**src/rtl/rv_pkg.sv**
```systemverilog
// Shared register-file constants and the writeback source-select type.
package rv_pkg;

  localparam int XLEN       = 64;
  localparam int REG_ADDR_W = 5;
  localparam int NUM_REGS   = 32;

  // x0 is hardwired to zero in the regfile; writes to it are dropped here.
  localparam logic [REG_ADDR_W-1:0] ZERO_REG = '0;

  // Which producer owns the write port in the current cycle.
  typedef enum logic [1:0] {
    SEL_NONE = 2'd0,
    SEL_ALU  = 2'd1,
    SEL_LD   = 2'd2
  } wb_sel_e;

endpackage

```
**src/rtl/wb_fifo.sv**
```systemverilog
// Generic synchronous FIFO buffering load returns until they win the write port.
// DEPTH must be a power of two so the pointers wrap naturally.
module wb_fifo #(
  parameter int WIDTH = 69,
  parameter int DEPTH = 2
) (
  input  logic                         clk,
  input  logic                         reset,
  input  logic                         push,
  input  logic [WIDTH-1:0]             push_data,
  input  logic                         pop,
  output logic [WIDTH-1:0]             pop_data,
  output logic                         full,
  output logic                         empty,
  output logic [$clog2(DEPTH+1)-1:0]   count
);

  localparam int PTR_W = $clog2(DEPTH);
  localparam int CNT_W = $clog2(DEPTH + 1);

  logic [WIDTH-1:0] mem [DEPTH];
  logic [PTR_W-1:0] wr_ptr;
  logic [PTR_W-1:0] rd_ptr;
  logic             do_push;
  logic             do_pop;

  assign full     = (count == CNT_W'(DEPTH));
  assign empty    = (count == '0);
  assign do_push  = push && !full;
  assign do_pop   = pop && !empty;
  assign pop_data = mem[rd_ptr];

  // Pointer and occupancy bookkeeping; a reset drops every buffered entry.
  always_ff @(posedge clk or posedge reset) begin
    if (reset) begin
      wr_ptr <= '0;
      rd_ptr <= '0;
      count  <= '0;
    end else begin
      if (do_push) wr_ptr <= wr_ptr + PTR_W'(1);
      if (do_pop)  rd_ptr <= rd_ptr + PTR_W'(1);
      if (do_push && !do_pop)      count <= count + CNT_W'(1);
      else if (do_pop && !do_push) count <= count - CNT_W'(1);
    end
  end

  // Entry storage; contents are only meaningful between push and pop.
  always_ff @(posedge clk) begin
    if (do_push) mem[wr_ptr] <= push_data;
  end

endmodule

```
**src/rtl/wb_arbiter.sv**
```systemverilog
// Writeback arbiter: merges ALU results and buffered load returns onto the
// single regfile write port, and bypasses the pending write onto read operands.
module wb_arbiter
  import rv_pkg::*;
#(
  parameter int XLEN     = rv_pkg::XLEN,
  parameter int LD_DEPTH = 2
) (
  input  logic                  clk,
  input  logic                  reset,
  input  logic                  alu_valid,
  input  logic [REG_ADDR_W-1:0] alu_rd,
  input  logic [XLEN-1:0]       alu_data,
  output logic                  alu_ready,
  input  logic                  ld_valid,
  input  logic [REG_ADDR_W-1:0] ld_rd,
  input  logic [XLEN-1:0]       ld_data,
  output logic                  ld_ready,
  output logic                  reg_write,
  output logic [REG_ADDR_W-1:0] write_register,
  output logic [XLEN-1:0]       write_data,
  input  logic [REG_ADDR_W-1:0] rs1_addr,
  input  logic [REG_ADDR_W-1:0] rs2_addr,
  input  logic [XLEN-1:0]       rs1_rf,
  input  logic [XLEN-1:0]       rs2_rf,
  output logic [XLEN-1:0]       rs1_val,
  output logic [XLEN-1:0]       rs2_val,
  output logic                  ld_pending
);

  localparam int ENTRY_W = REG_ADDR_W + XLEN;
  localparam int CNT_W   = $clog2(LD_DEPTH + 1);

  logic                  fifo_full;
  logic                  fifo_empty;
  logic [CNT_W-1:0]      fifo_count;
  logic [ENTRY_W-1:0]    head_entry;
  logic [REG_ADDR_W-1:0] head_rd;
  logic [XLEN-1:0]       head_data;
  logic                  ld_push;
  logic                  ld_pop;
  wb_sel_e               sel;
  logic [REG_ADDR_W-1:0] win_rd;
  logic [XLEN-1:0]       win_data;

  assign ld_ready   = (fifo_count != CNT_W'(LD_DEPTH));
  assign ld_push    = ld_valid && ld_ready;
  assign ld_pending = (fifo_count != '0);
  assign {head_rd, head_data} = head_entry;

  wb_fifo #(
    .WIDTH (ENTRY_W),
    .DEPTH (LD_DEPTH)
  ) u_ld_fifo (
    .clk       (clk),
    .reset     (reset),
    .push      (ld_push),
    .push_data ({ld_rd, ld_data}),
    .pop       (ld_pop),
    .pop_data  (head_entry),
    .full      (fifo_full),
    .empty     (fifo_empty),
    .count     (fifo_count)
  );

  // A full FIFO must drain first so loads cannot stall forever behind a busy
  // ALU; otherwise the ALU has priority and loads fill idle slots.
  always_comb begin
    sel       = SEL_NONE;
    alu_ready = !fifo_full;
    if (fifo_full)        sel = SEL_LD;
    else if (alu_valid)   sel = SEL_ALU;
    else if (!fifo_empty) sel = SEL_LD;
    ld_pop   = (sel == SEL_LD);
    win_rd   = (sel == SEL_ALU) ? alu_rd   : head_rd;
    win_data = (sel == SEL_ALU) ? alu_data : head_data;
  end

  // Register the winner onto the write port; an x0 winner is consumed but
  // leaves address and data untouched.
  always_ff @(posedge clk or posedge reset) begin
    if (reset) begin
      reg_write      <= 1'b0;
      write_register <= '0;
      write_data     <= '0;
    end else if (sel != SEL_NONE && win_rd != ZERO_REG) begin
      reg_write      <= 1'b1;
      write_register <= win_rd;
      write_data     <= win_data;
    end else begin
      reg_write      <= 1'b0;
    end
  end

  // Forward the write in flight to any operand reading the same register.
  always_comb begin
    rs1_val = rs1_rf;
    rs2_val = rs2_rf;
    if (reg_write && rs1_addr != ZERO_REG && write_register == rs1_addr) rs1_val = write_data;
    if (reg_write && rs2_addr != ZERO_REG && write_register == rs2_addr) rs2_val = write_data;
  end

endmodule

```
**config.mk**
```make
export PLATFORM = sky130hd
export DESIGN_NAME = wb_arbiter
export DESIGN_NICKNAME = d
export VERILOG_FILES = /design/src/rtl/rv_pkg.sv /design/src/rtl/wb_fifo.sv /design/src/rtl/wb_arbiter.sv
export SDC_FILE = /design/constraint.sdc
export NUM_CORES = 1
export LEC_CHECK = 0
export CAP_MARGIN = 20
export CORE_AREA = 2 2 187 189
export CTS_CLUSTER_DIAMETER = 30
export CTS_CLUSTER_SIZE = 8
export DETAILED_ROUTE_END_ITERATION = 16
export DIE_AREA = 0 0 189 191
export GPL_TIMING_DRIVEN = 0
export PLACE_DENSITY_LB_ADDON = 0.1
export SETUP_SLACK_MARGIN = 0.15
export SYNTH_ARGS = -nofsm -noshare
export SYNTH_HDL_FRONTEND = slang
export SYNTH_HIERARCHICAL = 1
export SYNTH_SLANG_ARGS = --single-unit
```
**constraint.sdc**
```tcl
create_clock -name clk -period 4.6 [get_ports clk]
set_input_delay 0.69 -clock clk [delete_from_list [all_inputs] [get_ports clk]]
set_output_delay 0.69 -clock clk [all_outputs]
set_load 0.01 [all_outputs]
```
; Yosys cells after proc, flatten, opt, wreduce, memory -nomap -nowiden
; Memories as Yosys holds them, arrays and structs flattened.
; Cells that the tools add are included.
[totals]
register_bits = 74
ram_bits = 138
input_bits = 280
out_inout_bits = 201
wordCells = 50
memories = 1
[memory_table]
columns = memory, words, word_bits, rd, rd_ports_with_merged_regs, write_ports, line_no
row1 = u_ld_fifo.mem, 2, 69, 1, 0, 1, wb_fifo.sv:21  ; logic [WIDTH-1:0] mem [DEPTH];
[classes]
addsub = 4
n_eq_ne = 6
muxes = 12
reduce_logical = 21
[ops]
columns = op, n
row1 = 64-bit two-way mux, 3
row2 = 5-bit nonzero test, 3
row3 = 5-bit equality test, 2
row4 = 1-bit logical AND, 10
row5 = 2-bit two-way mux, 5
row6 = 2-bit nonzero test, 3
row7 = 5-bit two-way mux, 1
row8 = "2-bit equality test, second input constant", 2
row9 = 1-bit logical NOT, 4
row10 = 1-bit two-way mux, 3
row11 = "1-bit adder, second input constant", 2
row12 = "2-bit by 1-bit adder with 2-bit output, second input constant", 1
row13 = "2-bit by 1-bit equality test with 1-bit output, second input constant", 1
row14 = 2-bit logical NOT, 1
row15 = "2-bit != test, second input constant", 1
row16 = "2-bit by 1-bit subtractor with 2-bit output, second input constant", 1

; Longest topological paths before layout
[logic_depth]
ltp_word = 9
depth_mapped = 9
ltp_nobuf = 9

; Modules after synthesis
; The synthesis kept the hierarchy.
[modules_own_cells]
columns = mod, n_inst, cells_each, area_each_um2, seq_area_each_um2
row1 = wb_fifo, 1, 235, 5531.6, 4244.1
row2 = wb_arbiter, 1, 399, 5197.5, 1751.7

; Least setup slack after synthesis
; Ideal clock, no wire load.
[synth_timing]
path_kind = input -> register
from = input ld_valid
to = memory u_ld_fifo.mem[0][0], enable pin
setup_ps = 496
arrival_time_ps = 3784
required_ps = 4104
setup_slack_ps = 320
path_stages = 3
n_path_buf = 0
cell_sequence = and2_1 -> nand2_1 -> nor2_1
[synth_via]
elab_chain_cells = 4
[synth_lines]
columns = element, line_no
row1 = "start, declared", wb_arbiter.sv:15  ; input logic ld_valid,
row2 = 1-bit logical AND, wb_arbiter.sv:47  ; assign ld_push = ld_valid && ld_ready;
row3 = 1-bit logical AND, wb_fifo.sv:29  ; assign do_push = push && !full;
row4 = 1-bit two-way mux, wb_fifo.sv:49  ; if (do_push) mem[wr_ptr] <= push_data;
row5 = 1-bit two-way mux (implied by the code), wb_fifo.sv:49
row6 = "end, declared", wb_fifo.sv:21
; Every way passes these cells.

; Worst setup path after layout
[layout_timing]
from = input rs1_addr[0]
to = output rs1_val[49]
[layout_via]
elab_chain_cells = 4
word_cells_on_any_way = 5
cone_classes = eq/ne (1) / mux (1) / reduce/logical (3)
[layout_lines]
columns = element, line_no
row1 = "start, declared", wb_arbiter.sv:22  ; input logic [REG_ADDR_W-1:0] rs1_addr,
row2 = 5-bit nonzero test, wb_arbiter.sv:99  ; if (reg_write && rs1_addr != ZERO_REG && write_register == rs1_addr) rs1_val = write_data;
row3 = 1-bit logical AND, wb_arbiter.sv:99
row4 = 1-bit logical AND *, wb_arbiter.sv:99
row5 = 64-bit two-way mux *, wb_arbiter.sv:99
row6 = "end, declared", wb_arbiter.sv:26  ; output logic [XLEN-1:0] rs1_val,
; Mark *: on every way between the ends. The rest lies on a longest branch, timed or not.

==> impl_summary.txt <==
----------------------------------------------------
[Run status]
  Outcome ... finished clean

[Clock network]
  Buffers inserted by post-CTS timing repair ... 0
  Resized Gates After CTS ... 0
  Depth of the CTS H-tree ... 2
  Count of hold buffers inserted by post-cts repair ... 0
  Clock sink total ... 212
  Clock latency on the worst-skew pair ... 530 ps
  TritonCTS buffer count ... between 50 and 60
  CTS tree ... done
  CTS max path bufs ... 3
  Clock-pin transition on the worst setup and hold timing paths ... 40 ps
  Root buffer selected by CTS ... sky130_fd_sc_hd__clkbuf_16

[Route]
  Drt pass-1 iters ... 4
  Drt wl/cell ... roughly 20 µm
  Average vias per placed instance ... approximately 4.5
  Number of design-rule violations left by the first detailed-router iteration ... roughly 340
  Final routed wirelength across all metal layers ... between 30 and 40 mm
  Antenna violation net count after detailed routing ... 0
  DRC Markers ... 0
  Via Count ... 7,516

[Floorplanning]
  Die area ... between 0.03 and 0.04 mm²
  Core region area ... 0.03412 mm²
  Number of primary I/O pins ... around 480
  Width of the die ... ~190 µm
  Die span in y ... about 190 µm
  Placement row count ... between 60 and 70
  Initial core utilization ... 31.45%

[Layout]
  Fraction of final layout cells with drive strength greater than 1 ... a little under two fifths
  Core occupancy in the finished layout ... 53.29%
  Area Overhead vs Synth ... 69.46%
  NumNets Final ... about 1,500
  Highest-count cells in the layout ignoring fill and taps ... sky130_fd_sc_hd__clkdlybuf4s50_1 (480), sky130_fd_sc_hd__mux2_2 (252), sky130_fd_sc_hd__edfxtp_1 (138), sky130_fd_sc_hd__mux2_4 (79), sky130_fd_sc_hd__dfrtp_1 (74)
  Number of standard cells in the final layout excluding fillers ... about 1,700
  Commonest non-fill, non-tap cell in the layout ... sky130_fd_sc_hd__clkdlybuf4s50_1

[Yosys]
  Cell taking the most area after synthesis ... sky130_fd_sc_hd__edfxtp_1
  Net count after synthesis ... between 900 and 1,000
  Post-synthesis register bit count ... ~210
  Synth warn ... 6
  Fraction of synthesized cell area taken by the top area cell type ... between 30% and 40%
  Cells taking the most area after synthesis ... sky130_fd_sc_hd__edfxtp_1 (39%), sky130_fd_sc_hd__mux2_2 (26%), sky130_fd_sc_hd__dfrtp_1 (17%)
  Count of unique library cells instantiated by Yosys ... 30
  Average footprint of a synthesized cell ... between 15 and 20 µm²
  Seq/Total Area, Yosys ... between 50% and 60%
  Area of the mapped netlist ... between 0.01 and 0.015 mm²
  Synthesized netlist cell count ... roughly 630

[STA]
  Final hold viol count ... 0
  Max frequency ... 0.2430 GHz
  Final setup violation count ... 0
  Worst hold margin ... around 440 ps
  Crit share post-route ... 89.46%
  Worst slew margin relative to its limit ... a little under 50%
  Final setup margin ... between 400 and 500 ps
  Number of max-slew violations in the final report ... 0
  Largest clock skew in the final design ... between 15 and 20 ps
  Min cycle time layout ... around 4100 ps
  Actual transition at the worst max-transition pin ... ~760 ps
  RSZ-0062 raised after global routing ... no

[Pwr]
  Leakage dissipation ... just under 7 nW
  Internal power ... approximately 8.1 mW
  Sw power ... 3.092 mW
  Total Power ... between 10 and 15 mW
  Power density over cell area ... between 600 and 700 mW/mm²
  IR Drop Worst-Case VDD ... roughly 0.00032 V
  Clock share of power ... 35.2%
  Combinational fraction of design power ... 36.3%
  Switching share of power ... 27.52%
  Register share of total power ... 28.5%

[Flow run]
  Max-capacitance violation count ... 0

[GRT]
  Overall track demand over capacity in global routing ... 17.41%
  Pin count of the biggest net entering global routing ... 48
  Initial antenna violation count ... 1
  Wire length of the first global-routing pass ... between 40 and 50 mm
  Overall overflow remaining after global route ... 0
  Via count of the first global-routing pass ... about 8,000

[Setup path]
  Critical Path End Type ... output pin
  CP arrival ... approximately 3400 ps
  Cell with the largest stage delay on the worst path ... sky130_fd_sc_hd__clkdlybuf4s50_1
  Slowest cell delay on critical path ... between 500 and 600 ps
  Chain of cells forming the critical path ... clkdlybuf4s50_1 -> xnor2_1 -> nand3_1 -> a211oi_4 -> buf_8 -> buf_2 -> mux2_2 -> clkdlybuf4s50_1
  Cell type with the highest occurrence count on the critical path ... sky130_fd_sc_hd__clkdlybuf4s50_1
  Required arrival time at the worst endpoint ... 3910 ps
  Critical path class ... input pin to output pin
  Kind of cell with the highest combined delay on the critical path ... buffers and inverters
  Maximum net fanout on the critical path ... 10
  Buf+Inv Stages, Crit Path ... 4
  Launching element type of the critical path ... input pin

[Hold path]
  Path category of the worst min-delay check ... input pin to asynchronous set/reset pin

[Placement]
  Half-perimeter wire length after detailed placement ... around 24 mm
  Pre-CTS setup slack ... 403.7 ps
  Routability congestion estimate from global placement ... approximately 0.73
  Quantity of I/O buffers inserted on ports ... between 400 and 500
  Instance count after placement with tap cells included ... between 1,500 and 2,000

----------------------------------------------------
-- sequential cells by signal, summed over array words and instances, names as in the netlist --
name and flops:
reg_write 1, u_ld_fifo/count 2, u_ld_fifo/mem 138, u_ld_fifo/rd_ptr 1
u_ld_fifo/wr_ptr 1, write_data 64, write_register 5
-- path summary, 6_finish.rpt --
| check | start | end | slack [ps] | cells after the start |
|---|---|---|---|---|
| max in group asynchronous | reset | write_data[12] | 3480 | 3 |
| min in group clk | write_data[40] | write_data[40] | 550 | 1 |
| min reg2reg | write_data[40] | write_data[40] | 550 | 1 |
| max reg2reg | u_ld_fifo/rd_ptr | write_data[17] | 1830 | 9 |
| max | rs1_addr[0] | rs1_val[49] | 480 | 8 |
| min | reset | u_ld_fifo/count[0] | 440 | 2 |
-- cell usage after synthesis --
cell and count:
sky130_fd_sc_hd__inv_1 6, sky130_fd_sc_hd__a211oi_2 3, sky130_fd_sc_hd__buf_1 2, sky130_fd_sc_hd__nand3_1 2, sky130_fd_sc_hd__nor3_2 1, sky130_fd_sc_hd__clkbuf_1 5
sky130_fd_sc_hd__mux2i_1 3, sky130_fd_sc_hd__mux2_2 252, sky130_fd_sc_hd__nand2b_1 2, sky130_fd_sc_hd__mux2_4 79, sky130_fd_sc_hd__edfxtp_1 138, sky130_fd_sc_hd__or2_2 1
sky130_fd_sc_hd__buf_2 12, sky130_fd_sc_hd__o21ai_1 1, sky130_fd_sc_hd__o41ai_1 2, sky130_fd_sc_hd__ha_1 1, sky130_fd_sc_hd__and3_1 1, sky130_fd_sc_hd__nor2b_1 1
sky130_fd_sc_hd__or4_1 2, sky130_fd_sc_hd__xnor2_1 11, sky130_fd_sc_hd__buf_6 9, sky130_fd_sc_hd__nor3b_1 1, sky130_fd_sc_hd__o21ai_0 3, sky130_fd_sc_hd__nand2_1 5
sky130_fd_sc_hd__dfrtp_1 74, sky130_fd_sc_hd__and2_1 1, sky130_fd_sc_hd__buf_12 7, sky130_fd_sc_hd__xor2_1 2, sky130_fd_sc_hd__nor2_1 6, sky130_fd_sc_hd__o22ai_1 1
-- worst reg2reg max path, cell delays in order, from the launching register on --
cell and delay, ps:
sky130_fd_sc_hd__dfrtp_1 330, sky130_fd_sc_hd__buf_6 210, sky130_fd_sc_hd__buf_12 190, sky130_fd_sc_hd__mux2_4 320, sky130_fd_sc_hd__or4_1 580, sky130_fd_sc_hd__nor3_2 190
sky130_fd_sc_hd__a211oi_2 130, sky130_fd_sc_hd__buf_6 230, sky130_fd_sc_hd__buf_6 170, sky130_fd_sc_hd__mux2_4 300
-- kinds of logic (layout without fill, tap and decap cells) --
group	Yosys count	in the layout	share of synthesized area, %
xor+xnor	13	13	1.061
mux	334	334	37.78
buf+inv	41	627	3.265
other cells	0	1	0
compound gates	10	10	0.7580
fa+ha+maj	1	1	0.1166
flops	212	212	55.88
simple gates	23	23	1.131
-- power groups by stage --
stage / clock network (mW) / logic (mW) / registers [mW]
after floorplan: 0 / 2.25 / 3.24
after global routing: 4.14 / 4.35 / 3.29
final: 3.95 / 4.07 / 3.21
after detailed placement: 0 / 4.12 / 3.24
after CTS: 4.03 / 4.15 / 3.22
after global placement: 0 / 4.03 / 3.27
-- per-stage QoR --
stage	area, µm²	setup TNS [ps]
final	18180	0
after global routing	18180	0
after CTS	18180	0
after detailed placement	16250	0
after global placement	16100	-195330
after floorplan	10730	0
-- area by class of cell --
| cell class | count | area, µm² |
|---|---|---|
| diodes | 1 | 2.502 |
| clock buffers | 73 | 1494 |
| flip-flops and latches | 212 | 5996 |
| well taps | 455 | 569.3 |
| inverters | 6 | 25.02 |
| repair buffers | 486 | 4922 |
| fillers | 2853 | 15940 |
| plain buffers | 35 | 327.8 |
| clock inverters | 27 | 434.2 |
| multi-input cells | 381 | 4410 |
-- per-layer routing --
metal	up-vias	routed length, µm	track usage (%)
met2	308	17000	31.52
met5	-	0	0
met3	33	2510	5.599
met1	3658	12560	19.68
met4	0	485	4.657
li1	3517	-	-
No activity file was read; power rests on OpenSTA's default activity.
